### src/rtl/mem_port_arbiter.sv
// Arbiter sharing one single-ported memory between instruction fetch and data access.
// Alternating priority when both stages wait; handles variable-latency memory with a timeout.
module mem_port_arbiter #(
  parameter int ADDR_W   = 32,
  parameter int DATA_W   = 32,
  parameter int MAX_WAIT = 15
) (
  input  logic              Clk,
  input  logic              Rst,
  input  logic              If_Req,
  input  logic [ADDR_W-1:0] If_Addr,
  output logic [DATA_W-1:0] If_Rdata,
  output logic              If_Ack,
  input  logic              Dm_Req,
  input  logic              Dm_Wmem,
  input  logic [ADDR_W-1:0] Dm_Addr,
  input  logic [DATA_W-1:0] Dm_Wdata,
  output logic [DATA_W-1:0] Dm_Rdata,
  output logic              Dm_Ack,
  output logic              Mem_Cs,
  output logic              Mem_We,
  output logic [ADDR_W-1:0] Mem_Addr,
  output logic [DATA_W-1:0] Mem_Wdata,
  input  logic [DATA_W-1:0] Mem_Rdata,
  input  logic              Mem_Rdy,
  output logic              Stall_If,
  output logic              Stall_Mem,
  output logic              Timeout
);

  localparam int CNT_W = $clog2(MAX_WAIT + 1);

  typedef enum logic [1:0] {
    IDLE   = 2'd0,
    IF_ACC = 2'd1,
    DM_ACC = 2'd2
  } state_t;

  state_t           state, state_nxt;
  logic [CNT_W-1:0] wait_cnt;
  logic             last_dm;
  logic             if_elig, dm_elig;
  logic             grant_if, grant_dm;
  logic             in_acc, expire, done;

  // A requester still holding Req during its own Ack cycle is not re-granted.
  always_comb begin
    if_elig  = If_Req & ~If_Ack;
    dm_elig  = Dm_Req & ~Dm_Ack;
    grant_dm = (state == IDLE) & dm_elig & (~if_elig | ~last_dm);
    grant_if = (state == IDLE) & if_elig & ~grant_dm;
    in_acc   = (state != IDLE);
    expire   = in_acc & ~Mem_Rdy & (wait_cnt == CNT_W'(MAX_WAIT - 1));
    done     = in_acc & (Mem_Rdy | expire);
  end

  always_ff @(posedge Clk) begin
    if (Rst) state <= IDLE;
    else     state <= state_nxt;
  end

  always_comb begin
    state_nxt = state;
    case (state)
      IDLE: begin
        if (grant_dm)      state_nxt = DM_ACC;
        else if (grant_if) state_nxt = IF_ACC;
      end
      IF_ACC, DM_ACC: if (done) state_nxt = IDLE;
      default: state_nxt = IDLE;
    endcase
  end

  always_comb begin
    Mem_Cs    = in_acc;
    Stall_If  = If_Req & ~If_Ack;
    Stall_Mem = Dm_Req & ~Dm_Ack;
  end

  always_ff @(posedge Clk) begin
    if (Rst) begin
      Mem_We    <= 1'b0;
      Mem_Addr  <= '0;
      Mem_Wdata <= '0;
      If_Rdata  <= '0;
      Dm_Rdata  <= '0;
      If_Ack    <= 1'b0;
      Dm_Ack    <= 1'b0;
      Timeout   <= 1'b0;
      wait_cnt  <= '0;
      last_dm   <= 1'b0;
    end else begin
      If_Ack <= done & (state == IF_ACC);
      Dm_Ack <= done & (state == DM_ACC);

      if (grant_dm) begin
        Mem_Addr  <= Dm_Addr;
        Mem_We    <= Dm_Wmem;
        Mem_Wdata <= Dm_Wdata;
        wait_cnt  <= '0;
        last_dm   <= 1'b1;
      end else if (grant_if) begin
        Mem_Addr  <= If_Addr;
        Mem_We    <= 1'b0;
        Mem_Wdata <= '0;
        wait_cnt  <= '0;
        last_dm   <= 1'b0;
      end else if (in_acc & ~Mem_Rdy) begin
        wait_cnt <= wait_cnt + CNT_W'(1);
      end

      // A timed-out access completes like a normal one but returns zero data.
      if (done) begin
        Mem_We <= 1'b0;
        if (state == IF_ACC) If_Rdata <= Mem_Rdy ? Mem_Rdata : '0;
        else                 Dm_Rdata <= Mem_Rdy ? Mem_Rdata : '0;
        if (expire) Timeout <= 1'b1;
      end
    end
  end

endmodule

### config.mk
export PLATFORM = sky130hd
export DESIGN_NAME = mem_port_arbiter
export DESIGN_NICKNAME = d
export VERILOG_FILES = /design/src/rtl/mem_port_arbiter.sv
export SDC_FILE = /design/constraint.sdc
export NUM_CORES = 1
export LEC_CHECK = 0
export CORE_MARGIN = 2
export CORE_UTILIZATION = 30
export DETAILED_ROUTE_END_ITERATION = 10
export PLACE_DENSITY = 0.73
export SYNTH_ARGS = -nofsm -noshare
export SYNTH_HDL_FRONTEND = slang
export SYNTH_SLANG_ARGS = --single-unit
### constraint.sdc
create_clock -name Clk -period 3.2 [get_ports Clk]
set_input_delay 0.64 -clock Clk [delete_from_list [all_inputs] [get_ports Clk]]
set_output_delay 0.64 -clock Clk [all_outputs]
set_load 0.01 [all_outputs]
==> metrics.yaml, run 1 <==
status:
  status: "completed"
setup_path:
  reg2reg_to: "If_Rdata[3]"
  crit_end: "Mem_Cs"
  critPathLaunchType: "flop"
  cp_cell_sequence: "inv_1 -> ha_1 -> inv_2 -> clkdlybuf4s50_1"
  cp.required_ns: 2.56
  path_max_fanout: 8
  r2r_cells: 7
  crit_type: "flop to primary output"
  worst-path-stages: 4
  cp_top_family: "buffers and inverters"
  cp_slowest_stage_delay_ns: 0.59
  worst_setup_path_end_kind: "primary output"
  worstPathArrival_ns: 1.93
  crit_start: "state[0]"
  critPathBufInv: 3
  slowest_stage: "clkdlybuf4s50_1"
  reg2reg_slack_ns: 1.10
  regToRegStartpoint: "state[0]"
power_and_ir_drop:
  p_per_area_mw_per_mm2: 698.7
  ir_drop_mv: 0.3836
  power.leakage_uw: 0.003089
cells_and_area:
  drive_gt1_frac: 0.06492
  finish.utilization: 0.5112
  diodes: 0
  area_delta_synth_final_pct: 68.48
  final_cell_mix: "clkdlybuf4s50_1 (267), dfxtp_1 (139), nor2_1 (73), a22oi_1 (65)"
  n_fill_cell: 1468
  fin_nets: 851
  final_common_cell: "clkdlybuf4s50_1"
clock_network:
  cts_tree: "yes"
  clk_pin_slew_worst_paths_ns: 0.06
  cts_root_buf: "clkbuf_16"
  cts_buffer_depth: 2
  post-cts-setup-buffers: 0
  cts.sinks: 139
  cts_resized: 0
  ctsHoldBuffers: 0
  clock_latency_ns: 0.40
  cts_max_level: 4
  cts_buffers: 17
place:
  place.gp.congestion: 0.7356
  hpwl_um: 10220
  port_buffers: 268
die:
  fp.dieW_um: 132.8
  die_y_um: 132.8
  fp.coreArea_mm2: 0.01641
  die-area_mm2: 0.01764
  initial_core_util: 0.3034
  num_rows: 47
  io_pins: 269
route:
  via_count: 4493
  drt-initial-drc-count: 139
  drcViolationCount: 0
  routed_wl_um: 15030
  viasPerCell: 4.760
  wl_per_cell_um: 15.92
  drt_pass1_iterations: 5
  antenna_left: 0
global_routing:
  grt_first_pass_wirelength_um: 23700
  grt_max_degree: 65
  grt_pass1_vias: 4363
  antenna_found_initial: 0
  track_usage: 0.1681
  grt_overflow: 0
yosys:
  yosys_most_used_dff: "dfxtp_1"
  ys_seq_area_frac: 0.5589
  synth-simple-area-share: 0.07967
  synth.distinct_cells: 38
  syn_avg_cell_area_um2: 10.92
  async_flop_share: 0
  yosys.area_share.adder: 0.01257
  syn_area_mm2: 0.004979
  synth_top_family_by_area: "compound AO/OA/AOI/OAI gates"
  yosys_warnings: 0
  yosys_register_bits: 139
  syn_inst: 456
  synth_fp_nets: 595
  synth-xor-area-share: 0.005278
  synth_edf_count: 0
  synth.area.mux_share: 0.06434
  synth_compound_area_frac: 0.2312
sta:
  layout_min_cycle_time_ns: 2.569
  rsz0062_at_grt: "false"
  hold_viol_final: 0
  clock-skew-final_ns: 0.009052
  setup_viol: 0
  fin_tns_setup_ns: 0
  fmax_mhz: 389.2
  worstMarginPinSlew_ns: 0.6088
  finalCritPeriodShare: 0.8029
  relSlewSlack: 0.5942
  slew_violations: 0
job:
  cap_violations: 0
hold_path:
  hold_path.class: "flop to flop"
[how the worst min path moves through the flow]
| stage | startpoint | slack [ns] | depth (start not counted) | to |
|---|---|---|---|---|
| 6_report | Mem_Addr[21] | 0.46 | 1 | Mem_Addr[21] |
| 5_1_grt | Mem_Addr[0] | 0.47 | 1 | Mem_Addr[0] |
| 4_1_cts | Mem_Addr[21] | 0.46 | 1 | Mem_Addr[21] |
| 3_5_place_dp | Mem_Addr[23] | 0.45 | 1 | Mem_Addr[23] |
| 3_3_place_gp | Mem_Addr[0] | 0.44 | 1 | Mem_Addr[0] |
| 2_1_floorplan | state[1] | 0.47 | 1 | state[1] |
[synthesized netlist by cell type (all sizes together), types with 3 or more instances]
master / instances / area share
a22oi: 65 / 0.098
mux2i: 32 / 0.064
ha: 5 / 0.013
o2bb2ai: 32 / 0.056
buf: 26 / 0.034
nand2: 4 / 0.0030
dfxtp: 139 / 0.56
nor2: 73 / 0.055
a32o: 3 / 0.0060
clkbuf: 14 / 0.011
inv: 5 / 0.0038
a22o: 32 / 0.056
[logic make-up after synthesis]
kind of cell	count (synthesis)
flip-flops	139
XOR/XNOR	3
AO/OA/AOI/OAI	141
AND/OR/NAND/NOR	91
buffers and inverters	45
multiplexers	32
adder cells (fa/ha/maj)	5
[layout make-up]
type	instances	area, um2	area share
Clock inverter	10	117.6	0.01402
Clock buffer	21	460.4	0.05489
Multi-Input combinational cell	272	1963	0.2340
Inverter	5	18.77	0.002237
Timing Repair Buffer	277	2770	0.3303
Tap cell	220	275.3	0.03282
Sequential cell	139	2783	0.3317
[metal layers]
| layer | wire length (um) | global-route usage | part of all wire | vias up |
|---|---|---|---|---|
| li1 | - | - | - | 2190 |
| met1 | 6457 | 0.1964 | 0.43 | 2119 |
| met2 | 7102 | 0.2827 | 0.47 | 173 |
| met3 | 1333 | 0.07778 | 0.089 | 11 |
| met4 | 138 | 0.03644 | 0.0092 | 0 |
| met5 | 0 | 0 | 0 | - |
[worst reg2reg max path, cell delays in order (launching register included)]
cell	delay [ns]
dfxtp_1	0.37
inv_1	0.08
ha_1	0.32
inv_2	0.17
nand3_1	0.43
buf_4	0.38
a22oi_1	0.15
nor2_1	0.06
[report_power, final]
group / internal [uW] / switching (uW)
combinational: 952 / 825
clock: 1190 / 739
sequential: 2010 / 146
[metrics by stage]
step | hold WS [ns] | cells | power (uW) | instance area [um2] | setup slack, ns
after floorplan | 0.4677 | 456 | 3091 | 4979 | 1.459
after global placement | 0.4441 | 913 | 3966 | 7810 | 0.6597
after detailed placement | 0.4465 | 913 | 3981 | 7810 | 0.6485
after CTS | 0.4647 | 944 | 5944 | 8388 | 0.6196
after global routing | 0.4743 | 944 | 6160 | 8388 | 0.5273
final | 0.4620 | 944 | 5861 | 8388 | 0.6306
[sequential cells by signal, summed over array words and instances (netlist names)]
| name | flops |
|---|---|
| Dm_Rdata | 32 |
| last_dm | 1 |
| Mem_Wdata | 32 |
| Dm_Ack | 1 |
| state | 2 |
| If_Rdata | 32 |
| If_Ack | 1 |
| Mem_Addr | 32 |
| Timeout | 1 |
| wait_cnt | 4 |
| Mem_We | 1 |
Note: power is estimated with default switching activity, not from simulation.
==> run 2: changes to the inputs <==
clock period = 2.43 ns   (was 3.2 ns; I/O delays follow)
==> run 2 against run 1 <==
Final cell count grew 0.21%. Utilization grew 0.40 points. Non-clock buffer count grew 1. Flip-flop and latch count is the same. Count of clock-buffer cells in the layout shrank 2. Clock skew shrank 0.0011 ns. Critical endpoint unchanged. Worst setup slack lost 0.52 ns. Sequential share of layout area shrank 0.26 points.
==> metrics.yaml, run 2 (synthesis results as in run 1) <==
hold_path:
  hold_depth: 1  # unchanged
  hold_start: "Mem_Addr[26]"
  hold_end: "Mem_Addr[26]"
  hold_path.class: "flop to flop"
cells_and_area:
  final_cells: 946  # +0.21%
  area_delta_synth_final_pct: 69.82
  fin_nets: 852  # +0.12%
  final_common_cell: "clkdlybuf4s50_1"
  drive_gt1_frac: 0.07025  # +0.005331
  n_fill_cell: 1458  # -0.68%
  final_cell_mix: "clkdlybuf4s50_1 (267), dfxtp_1 (139), nor2_1 (73), a22oi_1 (65)"
  diodes: 0  # unchanged
clock_network:
  cts_root_buf: "clkbuf_16"
  cts_buffers: 17  # unchanged
  cts_resized: 1  # +1
  cts.sinks: 139  # unchanged
  cts_buffer_depth: 2  # unchanged
  cts_max_level: 4  # unchanged
  clk_pin_slew_worst_paths_ns: 0.06  # about the same
  cts_tree: "yes"
  clock_latency_ns: 0.41  # about the same
  post-cts-setup-buffers: 0  # unchanged
  ctsHoldBuffers: 0  # unchanged
global_routing:
  grt_overflow: 0  # unchanged
  grt_first_pass_wirelength_um: 23890  # +0.78%
  grt_pass1_vias: 4412  # +1.1%
  antenna_found_initial: 0  # unchanged
  track_usage: 0.1698  # +0.001664
  grt_max_degree: 51  # -22%
route:
  drt_pass1_iterations: 5  # unchanged
  viasPerCell: 4.770  # +0.21%
  drt-initial-drc-count: 128  # -7.9%
  routed_wl_um: 15100  # +0.45%
  drcViolationCount: 0  # unchanged
  wl_per_cell_um: 15.96  # +0.23%
  via_count: 4512  # +0.42%
  antenna_left: 0  # unchanged
status:
  status: "completed"
power_and_ir_drop:
  p_per_area_mw_per_mm2: 920.1  # +32%
  p_sw_uw: 2290  # +34%
  ir_drop_mv: 0.4559  # +19%
  power.clock.fraction: 0.327  # about the same
  p_int_uw: 5489  # +32%
  p_seq_frac: 0.366  # -0.002
  power_frac_comb: 0.308  # +0.005
  power.leakage_uw: 0.003120  # +0.99%
  power_switching_share: 0.2944  # +0.002550
die:
  fp.dieW_um: 132.8  # unchanged
  die-area_mm2: 0.01764  # unchanged
  io_pins: 269  # unchanged
  fp.coreArea_mm2: 0.01641  # unchanged
  num_rows: 47  # unchanged
  die_y_um: 132.8  # unchanged
  initial_core_util: 0.3034  # unchanged
job:
  cap_violations: 0  # unchanged
setup_path:
  slowest_stage: "clkdlybuf4s50_1"
  reg2reg_to: "Dm_Rdata[31]"
  critPathLaunchType: "flop"
  crit_type: "flop to primary output"
  worst_setup_path_end_kind: "primary output"
  regToRegStartpoint: "wait_cnt[0]"
  r2r_cells: 7  # unchanged
  worstPathArrival_ns: 1.84  # -0.09 ns
  reg2reg_slack_ns: 0.61  # -0.49 ns
  cp_slowest_stage_delay_ns: 0.59  # about the same
  path_max_fanout: 8  # unchanged
  cp.required_ns: 1.94  # -0.62 ns
  cp_cell_sequence: "inv_1 -> ha_2 -> inv_2 -> clkdlybuf4s50_1"
sta:
  relSlewSlack: 0.7293  # +0.1352
  finalCritPeriodShare: 0.9554
  fmax_mhz: 430.8
  clock-skew-final_ns: 0.007911  # -0.001141 ns
  slew_violations: 0  # unchanged
  rsz0062_at_grt: "false"
  worstMarginPinSlew_ns: 0.4045  # -0.2043 ns
  layout_min_cycle_time_ns: 2.322
  setup_viol: 0  # unchanged
  hold_viol_final: 0  # unchanged
  fin_tns_setup_ns: 0  # unchanged
place:
  hpwl_um: 10220  # about the same
  port_buffers: 268  # unchanged
  place_inst: 914  # +0.11%
  place.gp.congestion: 0.7731  # +5.1%
run 2: layout make-up:
class / instances / area [um2] / share of cell area
repair buffers: 278 / 2828 / 0.3345
flip-flops and latches: 139 / 2783 / 0.3291
multi-input cells: 272 / 1966 / 0.2325
clock buffers: 19 / 442.9 / 0.05239
well taps: 220 / 275.3 / 0.03256
clock inverters: 13 / 141.4 / 0.01672
inverters: 5 / 18.77 / 0.002220
run 2: power by group through the flow:
stage	registers (uW)	logic (uW)	clock network (uW)
CTS	2840	2420	2630
global route	2890	2570	2730
finish	2840	2390	2540
global placement	2880	2390	0
detailed placement	2880	2400	0
floorplan	3040	1030	0
run 2: per-layer routing:
metal / vias up / GRT usage / wire length [um]
met3: 19 / 0.06015 / 1197
met5: - / 0 / 0
met4: 0 / 0.06392 / 274
li1: 2190 / - / -
met2: 189 / 0.2824 / 7152
met1: 2114 / 0.2015 / 6473
run 2: worst max-delay path by stage:
stage,startpoint,end,slack (ns),depth (start not counted)
floorplan,state[0],Dm_Rdata[21],0.76,8
global placement,Dm_Req,Stall_Mem,0.19,3
detailed placement,Dm_Req,Stall_Mem,0.18,3
CTS,state[0],Mem_Cs,0.08,4
global route,state[0],Mem_Cs,0.003,4
finish,state[0],Mem_Cs,0.11,4
run 2: critical path, delay by kind of cell, from the launching register on:
family / cells / cell delay [ns]
buf+inv: 3 / 0.81
flops: 1 / 0.36
fa+ha+maj: 1 / 0.26
run 2: per-stage QoR:
step	utilization	area, um2	power (uW)	setup slack (ns)	hold slack, ns
floorplan	-	4979	4070	0.7587	0.4677
global placement	0.4795	7868	5264	0.1917	0.4437
detailed placement	0.4795	7868	5286	0.1759	0.4472
CTS	0.5153	8454	7893	0.08227	0.4636
global route	0.5153	8454	8192	0.002901	0.4786
finish	0.5153	8454	7779	0.1085	0.4596
==> RTL change, RTL diff (flow settings as in run 2) <==
Reset style: asynchronous (`Rst`), changed in 2 clocked blocks.
--- a/src/rtl/mem_port_arbiter.sv
+++ b/src/rtl/mem_port_arbiter.sv
@@ -54,7 +54,7 @@
     done     = in_acc & (Mem_Rdy | expire);
   end
 
-  always_ff @(posedge Clk) begin
+  always_ff @(posedge Clk or posedge Rst) begin
     if (Rst) state <= IDLE;
     else     state <= state_nxt;
   end
@@ -77,7 +77,7 @@
     Stall_Mem = Dm_Req & ~Dm_Ack;
   end
 
-  always_ff @(posedge Clk) begin
+  always_ff @(posedge Clk or posedge Rst) begin
     if (Rst) begin
       Mem_We    <= 1'b0;
       Mem_Addr  <= '0;
Check against the original RTL: differs if Rst is asserted again (counterexample within 4 cycles, from zero or initial values and one cycle with Rst high); with Rst held inactive, the same outputs for 4 cycles.
==> RTL change against run 2 <==
  * Synthesized cell count decreased by 17%
  * Worst hold slack improved by 0.017 ns
  * Core utilization hardly changed
  * Sequential cell count unchanged
  * Wire length grew 4.9%
  * Via count is 2.0% lower
  * Synthesized area is 6.4% higher
  * Design area rose by 5.4%
  * Global-route usage down 0.53 points
  * Setup slack gained 0.042 ns
  * Largest cell class is now sequential cells
Power is not compared: it rests on default switching activity, and its combinational part moved more than twofold at a synthesized area within 25%.
==> RTL change: results <==
[run_status]
outcome = "finished, final reports clean"

[global_routing]
first_global_vias = 4556
grt_max_degree = 62
antenna_found_initial = 0
grt_first_pass_wirelength_um = 23600
gr-usage-all-layers = 0.164

[sta]
fin_tns_setup_ns = 0
slew_headroom = 0.591
skew_ns = 0.0110

[placement]
hpwl_um = 11100
port_buffers = 268
place_area_um2 = 8310
place.gp.congestion = 0.732

[yosys]
async_flop_share = 1.00
synth.distinct_cells = 29
seq_area_frac_synth = 0.657
ys.warnings.count = 0
synth_area_leaders = "dfrtp_1 (66%), a22o_1 (16%), a222oi_1 (6.0%)"
synth_fp_nets = 518
ys_dominant_reg_cell = "dfrtp_1"
synth_common_cells = "dfrtp_1 (139), a22o_1 (98), inv_1 (40)"

[critical_path]
reg2reg_setup_slack_ns = 0.56
crit_start = "state[0]"
cpPeakStageDelay_ns = 0.56
slowest_stage = "clkdlybuf4s50_1"
cp_max_fo = 4
arrival_ns = 1.79

[worst_hold_path]
holdCritPathClass = "reg2reg"
hold_path.startpoint = "Timeout"

[layout]
nets = 793
final_layout_size_suffix_gt1_frac = 0.0855
diodes = 0

[power_and_ir_drop]
p_leak_nw = 4.01
peakVddDrop_mv = 0.614

[cts]
cts_setup_buffers = 0
clk_latency_ns = 0.41
path_clk_slew_ns = 0.06
htree_levels = 4
ctsResizeCount = 0
clock_path_buffers = 2
cts_buffers = 17
cts-root-buf = "clkbuf_16"

[route]
drt_iter0_markers = 223
drt-pass1-iter-count = 8
wire_per_inst_um = 17.8
vias = 4424
-- RTL change: final cells by class --
| type | count | area [um^2] |
|---|---|---|
| Clock buffer | 19 | 433 |
| Clock inverter | 13 | 169 |
| Fill cell | 1425 | 8380 |
| Inverter | 40 | 154 |
| Multi-Input combinational cell | 167 | 1480 |
| Sequential cell | 139 | 3480 |
| Tap cell | 225 | 282 |
| Timing Repair Buffer | 289 | 2920 |
-- RTL change: cell families after synthesis --
kind of cell	share of synthesized area
compound gates	0.240
flops	0.657
buf+inv	0.0664
simple gates	0.0203
fa+ha+maj	0.0118
xor+xnor	0.00496
-- RTL change: through the flow --
step	total power [mW]	setup WS [ns]	hold WS, ns	cells
4_1_cts	12.0	0.113	0.484	892
3_3_place_gp	9.13	0.206	0.471	860
2_1_floorplan	6.32	0.209	0.491	379
3_5_place_dp	9.26	0.193	0.471	860
5_1_grt	12.5	0.0377	0.502	892
6_report	11.8	0.151	0.477	892
-- RTL change: worst max-delay path: cells and delay by family (launching register included) --
kind,cells,cell delay [ns]
adder cells (fa/ha/maj),1,0.22
buffers and inverters,3,0.79
flip-flops,1,0.37
-- RTL change: report_power, final --
| part | switching [mW] | leakage, nW | internal, mW |
|---|---|---|---|
| Combinational | 2.13 | 1.97 | 3.04 |
| Clock | 0.989 | 0.280 | 1.62 |
| Sequential | 0.647 | 1.76 | 3.40 |
-- RTL change: layer usage --
layer	part of all wire	wire length, um	GRT usage
met1	0.39	6150	0.183
met2	0.50	7920	0.290
met3	0.10	1600	0.0630
met4	0.011	173	0.0521
met5	0	0	0
-- RTL change: worst paths after layout --
kind,to,depth (start not counted)
setup / recovery,Mem_Cs,4
hold / removal,Timeout,1
setup reg to reg,Mem_Addr[8],8
hold reg to reg,Timeout,1
max in group asynchronous,If_Rdata[12],3
min in group asynchronous,If_Rdata[7],2
